==> config.mk <==
export PLATFORM = sky130hd
export DESIGN_NAME = jc2_decoder
export DESIGN_NICKNAME = d
export VERILOG_FILES = /design/src/rtl/jc2_decoder.sv
export SDC_FILE = /design/constraint.sdc
export NUM_CORES = 1
export LEC_CHECK = 0
export BUFFER_PORTS_ARGS = -buffer_cell sky130_fd_sc_hd__clkbuf_2
export CAP_MARGIN = 5
export CORE_UTILIZATION = 55
export CTS_BUF_LIST = sky130_fd_sc_hd__clkbuf_2
export DETAILED_ROUTE_END_ITERATION = 12
export PLACE_DENSITY = 0.79
export SLEW_MARGIN = 40
export SYNTH_ARGS = -nofsm -noshare
export SYNTH_HDL_FRONTEND = slang
export SYNTH_SLANG_ARGS = --single-unit
==> constraint.sdc <==
create_clock -name clk -period 4.9 [get_ports clk]
set_input_delay 0.245 -clock clk [delete_from_list [all_inputs] [get_ports clk]]
set_output_delay 0.245 -clock clk [all_outputs]
set_load 0.01 [all_outputs]
==> src/rtl/jc2_decoder.sv <==
// Receive-side decoder for a bidirectional Johnson counter: tracks position, direction, stalls and code errors.
// Optional build macro JC2_DEC_STEPCNT_EN adds the signed net step counter on step_cnt.
module jc2_decoder #(
    parameter int WIDTH     = 4,
    parameter int STALL_CYC = 8,
    localparam int PW       = $clog2(2 * WIDTH)
) (
    input  logic             clk,
    input  logic             reset,
    input  logic [WIDTH-1:0] q,
    output logic [PW-1:0]    pos,
    output logic             pos_valid,
    output logic             dir,
    output logic             step,
    output logic             stopped,
    output logic             ill_err,
    output logic             skip_err,
    output logic [7:0]       err_cnt,
    output logic [15:0]      step_cnt
);

    localparam logic [0:0]  ST_INIT  = 1'b0;
    localparam logic [0:0]  ST_TRACK = 1'b1;
    localparam logic [PW:0] TWO_W    = (PW + 1)'(2 * WIDTH);
    localparam logic [15:0] STALL_MAX = 16'(STALL_CYC);

    logic [0:0]       state;
    logic [WIDTH-1:0] qS;
    logic [15:0]      stallCnt;
    logic [15:0]      stallNext;
    logic [PW:0]      onesCnt;
    logic [PW:0]      transCnt;
    logic [PW:0]      delta;
    logic [PW-1:0]    posCur;
    logic             legal;
    logic             isTrack;
    logic             stepFwd;
    logic             stepBack;
    logic             stepSkip;
    logic             hold;

    // pos_valid is the FSM state itself, so the state is always observable on the ports.
    assign pos_valid = (state == ST_TRACK);

    always_comb begin
        onesCnt  = '0;
        transCnt = '0;
        for (int i = 0; i < WIDTH; i++) begin
            onesCnt = onesCnt + (PW + 1)'(qS[i]);
        end
        for (int i = 0; i < WIDTH - 1; i++) begin
            transCnt = transCnt + (PW + 1)'(qS[i] ^ qS[i+1]);
        end
        legal  = (transCnt <= (PW + 1)'(1));
        posCur = qS[WIDTH-1] ? PW'(TWO_W - onesCnt) : PW'(onesCnt);
        // Modular difference keeps the 2*WIDTH-1 <-> 0 wrap a plain single step.
        delta = {1'b0, posCur} + TWO_W - {1'b0, pos};
        if (delta >= TWO_W) begin
            delta = delta - TWO_W;
        end
        isTrack   = (state == ST_TRACK);
        hold      = legal && isTrack && (delta == '0);
        stepFwd   = legal && isTrack && (delta == (PW + 1)'(1));
        stepBack  = legal && isTrack && (delta == TWO_W - (PW + 1)'(1));
        stepSkip  = legal && isTrack && !hold && !stepFwd && !stepBack;
        stallNext = (stallCnt == STALL_MAX) ? stallCnt : stallCnt + 16'd1;
    end

    always_ff @(posedge clk) begin
        if (reset) begin
            state    <= ST_INIT;
            qS       <= '0;
            pos      <= '0;
            dir      <= 1'b0;
            step     <= 1'b0;
            stopped  <= 1'b0;
            ill_err  <= 1'b0;
            skip_err <= 1'b0;
            err_cnt  <= '0;
            stallCnt <= '0;
        end else begin
            qS       <= q;
            step     <= 1'b0;
            ill_err  <= 1'b0;
            skip_err <= 1'b0;
            if (!legal || stepSkip) begin
                err_cnt <= (err_cnt == 8'hFF) ? err_cnt : err_cnt + 8'd1;
            end
            if (!legal) begin
                ill_err  <= 1'b1;
                state    <= ST_INIT;
                stopped  <= 1'b0;
                stallCnt <= '0;
            end else if (!isTrack) begin
                pos   <= posCur;
                state <= ST_TRACK;
            end else if (hold) begin
                stallCnt <= stallNext;
                stopped  <= (stallNext == STALL_MAX);
            end else if (stepFwd || stepBack) begin
                pos      <= posCur;
                dir      <= stepFwd;
                step     <= 1'b1;
                stallCnt <= '0;
                stopped  <= 1'b0;
            end else begin
                skip_err <= 1'b1;
                pos      <= posCur;
            end
        end
    end

`ifdef JC2_DEC_STEPCNT_EN
    logic [15:0] stepCnt;

    always_ff @(posedge clk) begin
        if (reset) begin
            stepCnt <= '0;
        end else if (stepFwd) begin
            stepCnt <= stepCnt + 16'd1;
        end else if (stepBack) begin
            stepCnt <= stepCnt - 16'd1;
        end
    end

    assign step_cnt = stepCnt;
`else
    assign step_cnt = 16'd0;
`endif

endmodule
# [Word level (Yosys, flattened, before mapping)]
# Cells that the tools add are included.
[word_totals] ff_bits=37 inputBits=6 out_inout_bits=33 word_cells=70
[classes] add_sub_neg=11 magnitude_cmp=2 eq_ne=6 n_mux=13 bitwise=7 reduce_logical=21
[ops] cell="$mux W16" n=3
[ops] cell="$eq A16 B4 Y1 const B" n=2
[ops] cell="$add A16 B1 Y16 const B" n=1
[ops] cell="$mux W3" n=3
[ops] cell="$add A8 B1 Y8 const B" n=1
[ops] cell="$eq A8 B8 Y1 const B" n=1
[ops] cell="$logic_and A1 B1 Y1" n=7
[ops] cell="$add A2 B1 Y3" n=2
[ops] cell="$mux W1" n=6
[ops] cell="$reduce_and A2 Y1" n=3
[ops] cell="$add A1 B1 Y2" n=2
[ops] cell="$add A3 B4 Y4 const B" n=1
[ops] cell="$eq A4 B1 Y1 const B" n=1
[ops] cell="$eq A4 B3 Y1 const B" n=1
[ops] cell="$ge A4 B4 Y1 const B" n=1
[ops] cell="$logic_not A1 Y1" n=4
[ops] cell="$logic_not A4 Y1" n=1
[ops] cell="$mux W4" n=1
[ops] cell="$not A1 Y1" n=4
[ops] cell="$reduce_and A4 Y1" n=1
[ops] cell="$reduce_or A4 Y1" n=1
[ops] cell="$sub A4 B3 Y4" n=1
[ops] cell="$sub A4 B4 Y4 const B" n=1
[ops] cell="$add A3 B1 Y3" n=1
[ops] cell="7 further kinds" n=10

# [Longest topological paths before layout]
# Gate-level depths: netlist (run 1).
[depth] depth_word=17 depth_mapped=17 mapped_depth_nobuf=16

# [Worst setup path before layout (run 1)]
# OpenSTA, ideal clock, no wires.
[synth_path] path_kind="flip-flop to flip-flop" from="reg qS[3]" to="reg stallCnt[0]" setup_time_ps=130 arrival_ps=3422 required_ps=4770 setup_slack_ps=1348 path_stages_with_launch=17 n_path_buf=1 synth_period_minus_slack_ps=3552 cell_sequence="dfxtp_1 > inv_1 > fa_1 > inv_1 > ha_1 > ha_1 > inv_1 > ha_1 > nand2_1 > o21ai_0 > fa_1 > xnor2_2 > mux2i_1 > nand3_1 > clkbuf_1 > a211oi_1 > nor3_1"
[synth_via] elab_chain_cells=12 word_cells_on_any_way=24 cone_classes="add/sub: 6; order compare: 2; eq/ne: 2; mux: 3; bitwise: 2; reduce/logical: 9"
[synth_rtl] item="start: declaration" line="28" rtl="logic [WIDTH-1:0] qS;"
[synth_rtl] item="start signal: assignment" line="82" rtl="qS <= q;"
[synth_rtl] item="$add A3 B1 Y3" line="49" rtl="onesCnt = onesCnt + (PW + 1)'(qS[i]);"
[synth_rtl] item="$sub A1 B3 Y3" line="55" rtl="posCur = qS[WIDTH-1] ? PW'(TWO_W - onesCnt) : PW'(onesCnt);"
[synth_rtl] item="$mux W3 (*)" line="55"
[synth_rtl] item="named net posCur[1]" line="34" rtl="logic [PW-1:0] posCur;"
[synth_rtl] item="$add A3 B4 Y4 (*)" line="57" rtl="delta = {1'b0, posCur} + TWO_W - {1'b0, pos};"
[synth_rtl] item="$sub A4 B3 Y4 (*)" line="57"
[synth_rtl] item="$sub A4 B4 Y4 or $ge A4 B4 Y1 (tied branches)" line="59, 58"
[synth_rtl] item="$mux W4 (*)" line="58" rtl="if (delta >= TWO_W) begin"
[synth_rtl] item="$eq A4 B1 Y1 or $eq A4 B3 Y1 (tied branches)" line="63, 64"
[synth_rtl] item="$logic_and A1 B1 Y1, on equally long branches" line="63, 64"
[synth_rtl] item="$logic_or A1 B1 Y1" line="100" rtl="end else if (stepFwd || stepBack) begin"
[synth_rtl] item="$reduce_bool A2 Y1 (no line)"
[synth_rtl] item="$reduce_and A2 Y1 (no line)"
[synth_rtl] item="end signal: assignment" line="98" rtl="stallCnt <= stallNext;"
[synth_rtl] item="end: declaration" line="29" rtl="logic [15:0] stallCnt;"
# Mark *: on every way through the listed nets, which the timed path passes. The rest lies on a longest branch.
# A chain may end at the register's enable or synchronous reset.

# [Worst setup path after layout (run 1)]
[layout_path] from="reg qS[3]" to="reg stopped"
[layout_via] elab_chain_cells=12 word_cells_on_any_way=24 cone_classes="add/sub: 6; order compare: 2; eq/ne: 2; mux: 3; bitwise: 2; reduce/logical: 9"
[layout_rtl] item="$add A3 B1 Y3" line="49"
[layout_rtl] item="$sub A1 B3 Y3" line="55"
[layout_rtl] item="$mux W3 (*)" line="55"
[layout_rtl] item="named net posCur[1]" line="34"
[layout_rtl] item="$add A3 B4 Y4 (*)" line="57"
[layout_rtl] item="$sub A4 B3 Y4 (*)" line="57"
[layout_rtl] item="$sub A4 B4 Y4 or $ge A4 B4 Y1 (tied branches)" line="59, 58"
[layout_rtl] item="$mux W4 (*)" line="58"
[layout_rtl] item="$eq A4 B1 Y1 or $eq A4 B3 Y1 (tied branches)" line="63, 64"
[layout_rtl] item="$logic_and A1 B1 Y1, on equally long branches" line="63, 64"
[layout_rtl] item="$logic_or A1 B1 Y1" line="100"
[layout_rtl] item="$reduce_bool A2 Y1 (no line)"
[layout_rtl] item="$reduce_and A2 Y1 (no line)"
[layout_rtl] item="end signal: assignment" line="99" rtl="stopped <= (stallNext == STALL_MAX);"
[layout_rtl] item="end: declaration" line="15" rtl="output logic stopped,"
# Marked as above.

==> results of run 1 <==
## where the power goes
| part | internal [uW] | leakage, uW | switching (uW) | total (uW) |
|---|---|---|---|---|
| Sequential | 320 | 0.000301 | 16.2 | 336 |
| Combinational | 76.5 | 0.000605 | 128 | 205 |
| Clock | 87.1 | 0.0000406 | 103 | 190 |
## routing by layer
layer	vias up	GRT usage
li1	963	-
met1	869	0.303
met2	41	0.314
met3	7	0.0414
met4	0	0.101
met5	-	0
## stage by stage
step	setup slack [ns]	power (uW)	util	hold slack, ns	std cells
3_3_place_gp	0.955	542	0.608	0.455	335
2_1_floorplan	1.35	519	-	0.373	293
5_1_grt	0.536	782	0.626	0.0286	343
3_5_place_dp	0.875	546	0.608	0.459	335
4_1_cts	0.821	734	0.625	0.0341	343
6_report	0.868	731	0.626	0.0425	343
## layout make-up
type / count / area [um2] / share of cell area
inverters: 19 / 71.3 / 0.0300
repair buffers: 22 / 110 / 0.0463
well taps: 48 / 60.1 / 0.0253
flip-flops and latches: 37 / 741 / 0.312
multi-input cells: 209 / 1330 / 0.560
clock buffers: 6 / 30.0 / 0.0126
clock inverters: 2 / 33.8 / 0.0142
## synth_stat cells, drive strengths merged (3+ instances only)
master | instances | area share
nand2b | 3 | 0.0083
nand3 | 10 | 0.024
mux2i | 4 | 0.018
nor4 | 5 | 0.025
nor3b | 3 | 0.012
nor3 | 11 | 0.024
a211oi | 4 | 0.013
a311oi | 4 | 0.015
and4 | 3 | 0.012
nand4 | 4 | 0.011
buf | 22 | 0.069
nor2 | 36 | 0.060
o21ai | 15 | 0.033
a21oi | 19 | 0.042
nand2 | 15 | 0.025
inv | 19 | 0.032
xnor2 | 10 | 0.042
nor2b | 4 | 0.011
ha | 10 | 0.055
clkbuf | 6 | 0.010
and3 | 6 | 0.017
xor2 | 4 | 0.015
dfxtp | 37 | 0.33
nand3b | 3 | 0.010
## kinds of logic after synthesis
group	after synthesis	synth area share
other	1	0.00166
XOR/XNOR	14	0.0576
AO/OA/AOI/OAI	50	0.131
adder cells (fa/ha/maj)	12	0.0730
AND/OR/NAND/NOR	112	0.277
multiplexers	5	0.0227
flip-flops	37	0.328
buffers and inverters	47	0.110
## worst max-delay path by stage
stage / from / end / cells after the start
final: qS[3] / stopped / 16
after global routing: qS[3] / stopped / 16
after CTS: qS[3] / stopped / 16
after detailed placement: qS[3] / stopped / 16
after global placement: qS[3] / stopped / 16
after floorplan: qS[3] / stallCnt[0] / 16
## sequential cells by signal, indices dropped and copies added, names as in the netlist
| signal | count |
|---|---|
| stopped | 1 |
| pos | 3 |
| err_cnt | 8 |
| pos_valid | 1 |
| ill_err | 1 |
| stallCnt | 16 |
| step | 1 |
| skip_err | 1 |
| qS | 4 |
| dir | 1 |
## critical path, stage by stage (launching register included)
cell and delay, ns:
dfxtp_1 0.43, inv_1 0.08, fa_1 0.48, inv_1 0.04, ha_1 0.17, ha_1 0.27
inv_1 0.05, ha_1 0.26, nand2_1 0.06, o21ai_0 0.12, fa_1 0.43, xnor2_2 0.28
mux2i_1 0.35, nand3_1 0.42, nor3_1 0.30, o2111ai_1 0.14, o21ai_1 0.12
==> impl_metrics.py, run 1 <==
metrics = {
    "clocking": {
        "clock_path_buffers": 2,
        "cts_hold_buffers": 0,
        "cts_tree": "yes",
        "htreeDepth": 2,
        "cts-root-buf": "clkbuf_2",
        "cts_resized": 0,
        "postCtsSetupBuffers": 0,
        "clk_pin_slew_ns": 0.19,
        "clock_sinks": 37,
        "cts_made_buffers": 5,
        "worstSkewPairLatency_ns": 0.40,
    },
    "critical_path": {
        "cp.arrival_ns": 4.39,
        "path_class": "flip-flop to flip-flop",
        "regToRegEndpoint": "stopped",
        "r2r-start": "qS[3]",
        "end_kind": "flip-flop",
        "r2r_cells": 16,
        "cp_max_fo": 12,
        "cp-start-kind": "flip-flop",
        "r2r_slack_ns": 0.87,
        "worst_ep_required_time_ns": 5.26,
    },
    "sta": {
        "max_slew_margin": 0.502,
        "slew_violations": 0,
        "min_period_over_period": 0.823,
        "setup_violations": 0,
        "rsz0062_at_grt": "false",
        "setup_tns_ns": 0,
        "worstMarginPinSlew_ns": 0.746,
        "skew_ns": 0.0202,
        "finalHoldViolCount": 0,
        "period_needed_ns": 4.03,
        "fmax_mhz": 248,
    },
    "route": {
        "wl_met3_um": 167,
        "vias_per_cell": 5.48,
        "drtPass1Iterations": 4,
        "drtIter0Drc": 149,
        "wl_per_cell_um": 12.0,
        "wirelength_um": 4120,
        "maxUsedRoutingLayer": "met4",
        "vias": 1880,
        "drc": 0,
        "dr_wl_met2_um": 1810,
        "wl_met1_um": 2090,
        "ant_nets": 0,
    },
    "synthesis": {
        "ys_warn_count": 0,
        "avgSynthCellArea_um2": 8.13,
        "synthFlopType": "dfxtp_1",
        "yosys.cell_types.count": 50,
        "async_reset_ff_frac": 0,
        "syn_area_um2": 2260,
        "synth_edf_count": 0,
        "syn_inst": 278,
        "synth-seq-cells": 37,
        "ys_seq_area_frac": 0.328,
    },
    "global_route": {
        "grt_pass1_vias": 1636,
        "grt_use_total": 0.216,
        "grt_pass1_wl_um": 7230,
        "grt_remaining_overflow": 0,
        "grt_max_degree": 21,
        "antenna_found_initial": 0,
    },
    "placement": {
        "port_buffers": 22,
        "dpl_cell_area_um2": 2310,
        "globalplace.congestion": 0.894,
        "dp_hpwl_um": 2930,
    },
    "floorplan": {
        "coreArea_um2": 3800,
        "pin_count": 39,
        "start_util": 0.595,
        "rows": 22,
        "die_y_um": 66.1,
        "die_area_um2": 4370,
        "die_x_um": 66.1,
    },
    "finish": {
        "area_delta_synth_final_pct": 5.15,
        "final_common_cell": "dfxtp_1",
        "mostFrequentLayoutCells": "37 x dfxtp_1, 36 x nor2_1, 28 x clkbuf_2, 19 x inv_1, 18 x a21oi_1",
        "diodes": 0,
        "layout-drive-gt1-share": 0.132,
        "fill_cells": 325,
        "final_nets": 312,
        "postLayoutCellArea_um2": 2380,
    },
    "power": {
        "power_density_nw_per_um2": 307,
        "vdd_drop_max_v": 0.000196,
        "p_leak_uw": 0.000946,
    },
    "min_path": {
        "hold_end": "qS[1]",
        "hp-class": "primary input to flip-flop",
        "min_from": "q[1]",
        "whs_path_depth": 2,
    },
    "job": {
        "max_cap_violations": 0,
    },
    "status": {
        "status": "completed",
    },
}
Power figures use the tool's default switching activity.
==> run 2: changes to the inputs <==
--- a/config.mk
+++ b/config.mk
@@ -5,6 +5,7 @@
 export SDC_FILE = /design/constraint.sdc
 export NUM_CORES = 1
 export LEC_CHECK = 0
+export ABC_AREA = 1
 export BUFFER_PORTS_ARGS = -buffer_cell sky130_fd_sc_hd__clkbuf_2
 export CAP_MARGIN = 5
 export CORE_UTILIZATION = 55
==> constraint.sdc (replaced) <==
create_clock -name clk -period 4 [get_ports clk]
set_input_delay 0.2 -clock clk [delete_from_list [all_inputs] [get_ports clk]]
set_output_delay 0.2 -clock clk [all_outputs]
set_load 0.01 [all_outputs]
==> run 2 against run 1 <==
Against the previous run: sequential power grew 22%; design area grew 5.1%; count of clock-buffer cells in the layout is the same; via count grew 10%; critical path type unchanged.
==> impl_metrics.py, run 2 <==
metrics = {
    "finish": {
        "reg_top3": "stallCnt: 16 flops, err_cnt: 8 flops, qS: 4 flops",
        "diodes": 0,
        "post-route-util": 0.620,
        "fill_cells": 386,
        "area_delta_synth_final_pct": 8.18,
        "regMostFlops": "stallCnt",
        "layout-drive-gt1-share": 0.127,
        "largest_reg_flops": 16,
        "mostFrequentLayoutCells": "94 x nand2_1, 44 x nor2_1, 38 x inv_1, 37 x dfxtp_1, 28 x clkbuf_2",
        "final_cells": 420,
        "final_common_cell": "nand2_1",
        "final_nets": 387,
    },
    "synthesis": {
        "syn_area_um2": 2310,
        "yosys.cell_types.count": 33,
        "yosysMostFrequentCell": "nand2_1",
        "synthFlopType": "dfxtp_1",
        "ys_seq_area_frac": 0.321,
        "ys_warn_count": 0,
        "synth_top_area_frac": 0.321,
        "async_reset_ff_frac": 0,
        "synth_top_cell_by_area": "dfxtp_1",
        "yosys-top-cells-area": "dfxtp_1 32%, nand2_1 15%, nor2_1 7.2%",
        "synth_edf_count": 0,
        "syn_inst": 342,
        "synth-seq-cells": 37,
        "avgSynthCellArea_um2": 6.75,
        "synth_common_cells": "94 x nand2_1, 44 x nor2_1, 38 x inv_1",
    },
    "floorplan": {
        "die_y_um": 66.8,
        "start_util": 0.573,
        "pin_count": 39,
        "die_area_um2": 4460,
        "coreArea_um2": 4030,
        "die_x_um": 66.8,
        "rows": 23,
    },
    "placement": {
        "dp_hpwl_um": 3190,
        "dp.cells": 408,
        "globalplace.congestion": 0.845,
        "port_buffers": 22,
    },
    "critical_path": {
        "path_class": "flip-flop to flip-flop",
        "critPathMostFrequentCell": "nand2_1",
        "cp.arrival_ns": 4.01,
        "cp_slowest_cell": "fa_1",
        "cp_max_fo": 8,
        "crit_family": "adder cells",
        "cp_slowest_stage_delay_ns": 0.50,
        "end_kind": "flip-flop",
        "worst_ep_required_time_ns": 4.36,
        "cp-start-kind": "flip-flop",
        "crit_chain": "inv_1 -> fa_1 -> inv_1 -> ha_1 -> ha_1 -> inv_1 -> ha_1 -> nand2_1 -> o21ai_0 -> fa_1 -> inv_1 -> nand2_1 -> nand2_1 -> inv_2 -> nand3_1 -> nand3_1 -> o21ai_1 -> nand2_1 -> inv_2 -> nand2_1 -> a21oi_1",
        "crit_buf_inv": 6,
    },
    "sta": {
        "rsz0062_at_grt": "false",
        "period_needed_ns": 3.66,
        "fmax_mhz": 274,
        "finalHoldViolCount": 0,
        "setup_violations": 0,
        "skew_ns": 0.0410,
        "slew_violations": 0,
        "setup_tns_ns": 0,
        "min_period_over_period": 0.914,
    },
    "global_route": {
        "grt_remaining_overflow": 0,
        "antenna_found_initial": 0,
        "grt_max_degree": 18,
        "grt_pass1_wl_um": 7290,
        "grt_pass1_vias": 1680,
        "grt_use_total": 0.219,
    },
    "route": {
        "wl_per_cell_um": 10.4,
        "drc": 0,
        "vias_per_cell": 4.94,
        "drtIter0Drc": 102,
        "ant_nets": 0,
        "drtPass1Iterations": 4,
        "vias": 2075,
        "wirelength_um": 4360,
    },
    "clocking": {
        "clk_pin_slew_ns": 0.22,
        "clock_path_buffers": 2,
        "clock_sinks": 37,
        "cts-root-buf": "clkbuf_2",
        "htreeDepth": 2,
        "worstSkewPairLatency_ns": 0.41,
        "cts_tree": "yes",
        "cts_made_buffers": 5,
    },
    "min_path": {
        "hp-class": "primary input to flip-flop",
    },
    "job": {
        "max_cap_violations": 0,
    },
    "power": {
        "power_density_nw_per_um2": 358,
        "vdd_drop_max_v": 0.000262,
        "p_leak_uw": 0.00116,
    },
    "status": {
        "status": "completed",
    },
}
==> run 2: cell types whose count changed after synthesis, sizes merged, moves of 8 or more <==
cell | previous run | this run
inv | 19 | 43
nand2 | 15 | 98
nand3 | 10 | 20
nor2 | 36 | 50
nor3 | 11 | 1
xnor2 | 10 | 2
==> run 2: path summary, 6_finish.rpt <==
path	depth (start not counted)	slack, ns	startpoint	endpoint
setup / recovery	21	0.34	qS[1]	err_cnt[2]
hold / removal	2	0.17	reset	qS[3]
setup reg to reg	21	0.34	qS[1]	err_cnt[2]
hold reg to reg	2	0.49	stopped	stopped
==> run 2: per-stage QoR <==
step / hold WS, ns / power, uW / setup WS, ns / area [um2]
finish: 0.169 / 895 / 0.344 / 2500
global route: 0.142 / 957 / 0.0358 / 2500
CTS: 0.161 / 900 / 0.376 / 2500
detailed placement: 0.397 / 658 / 0.418 / 2390
global placement: 0.392 / 648 / 0.554 / 2390
floorplan: 0.307 / 612 / 0.711 / 2370
==> run 2: kinds of logic after synthesis <==
family                   Yosys count  share of synthesized area
AND/OR/NAND/NOR                  178                      0.335
buffers and inverters             65                      0.137
AO/OA/AOI/OAI                     37                     0.0894
flip-flops                        37                      0.321
XOR/XNOR                          12                     0.0455
adder cells (fa/ha/maj)           12                     0.0715
other                              1                    0.00162
==> run 2: cell type report <==
cell class	count	area, um2	area share
clock inverters	2	38.8	0.0155
clock buffers	6	30.0	0.0120
multi-input cells	255	1310	0.524
inverters	44	166	0.0666
repair buffers	26	150	0.0601
flip-flops and latches	37	741	0.296
well taps	50	62.6	0.0250
==> run 2: repair_timing <==
item / CTS / global route
gates resized for setup: 0 / 0
endpoints found under the setup margin: 0 / 0
hold buffers: 4 / 0
buffers inserted: 0 / 0
hold endpoints to repair: 4 / 0
==> run 2: layer usage <==
metal | up-vias | routed length [um] | global-route usage
met1 | 930 | 2110 | 0.279
met5 | - | 0 | 0
met2 | 46 | 2020 | 0.356
met3 | 7 | 168 | 0.0565
li1 | 1092 | - | -
met4 | 0 | 59 | 0.0718
==> run 2: power by group <==
group / internal, uW / switching, uW / leakage, uW / total (uW)
clock: 110 / 131 / 0.0000432 / 240
sequential: 392 / 18.5 / 0.000301 / 410
combinational: 77.1 / 167 / 0.000811 / 244
total: 579 / 316 / 0.00116 / 895
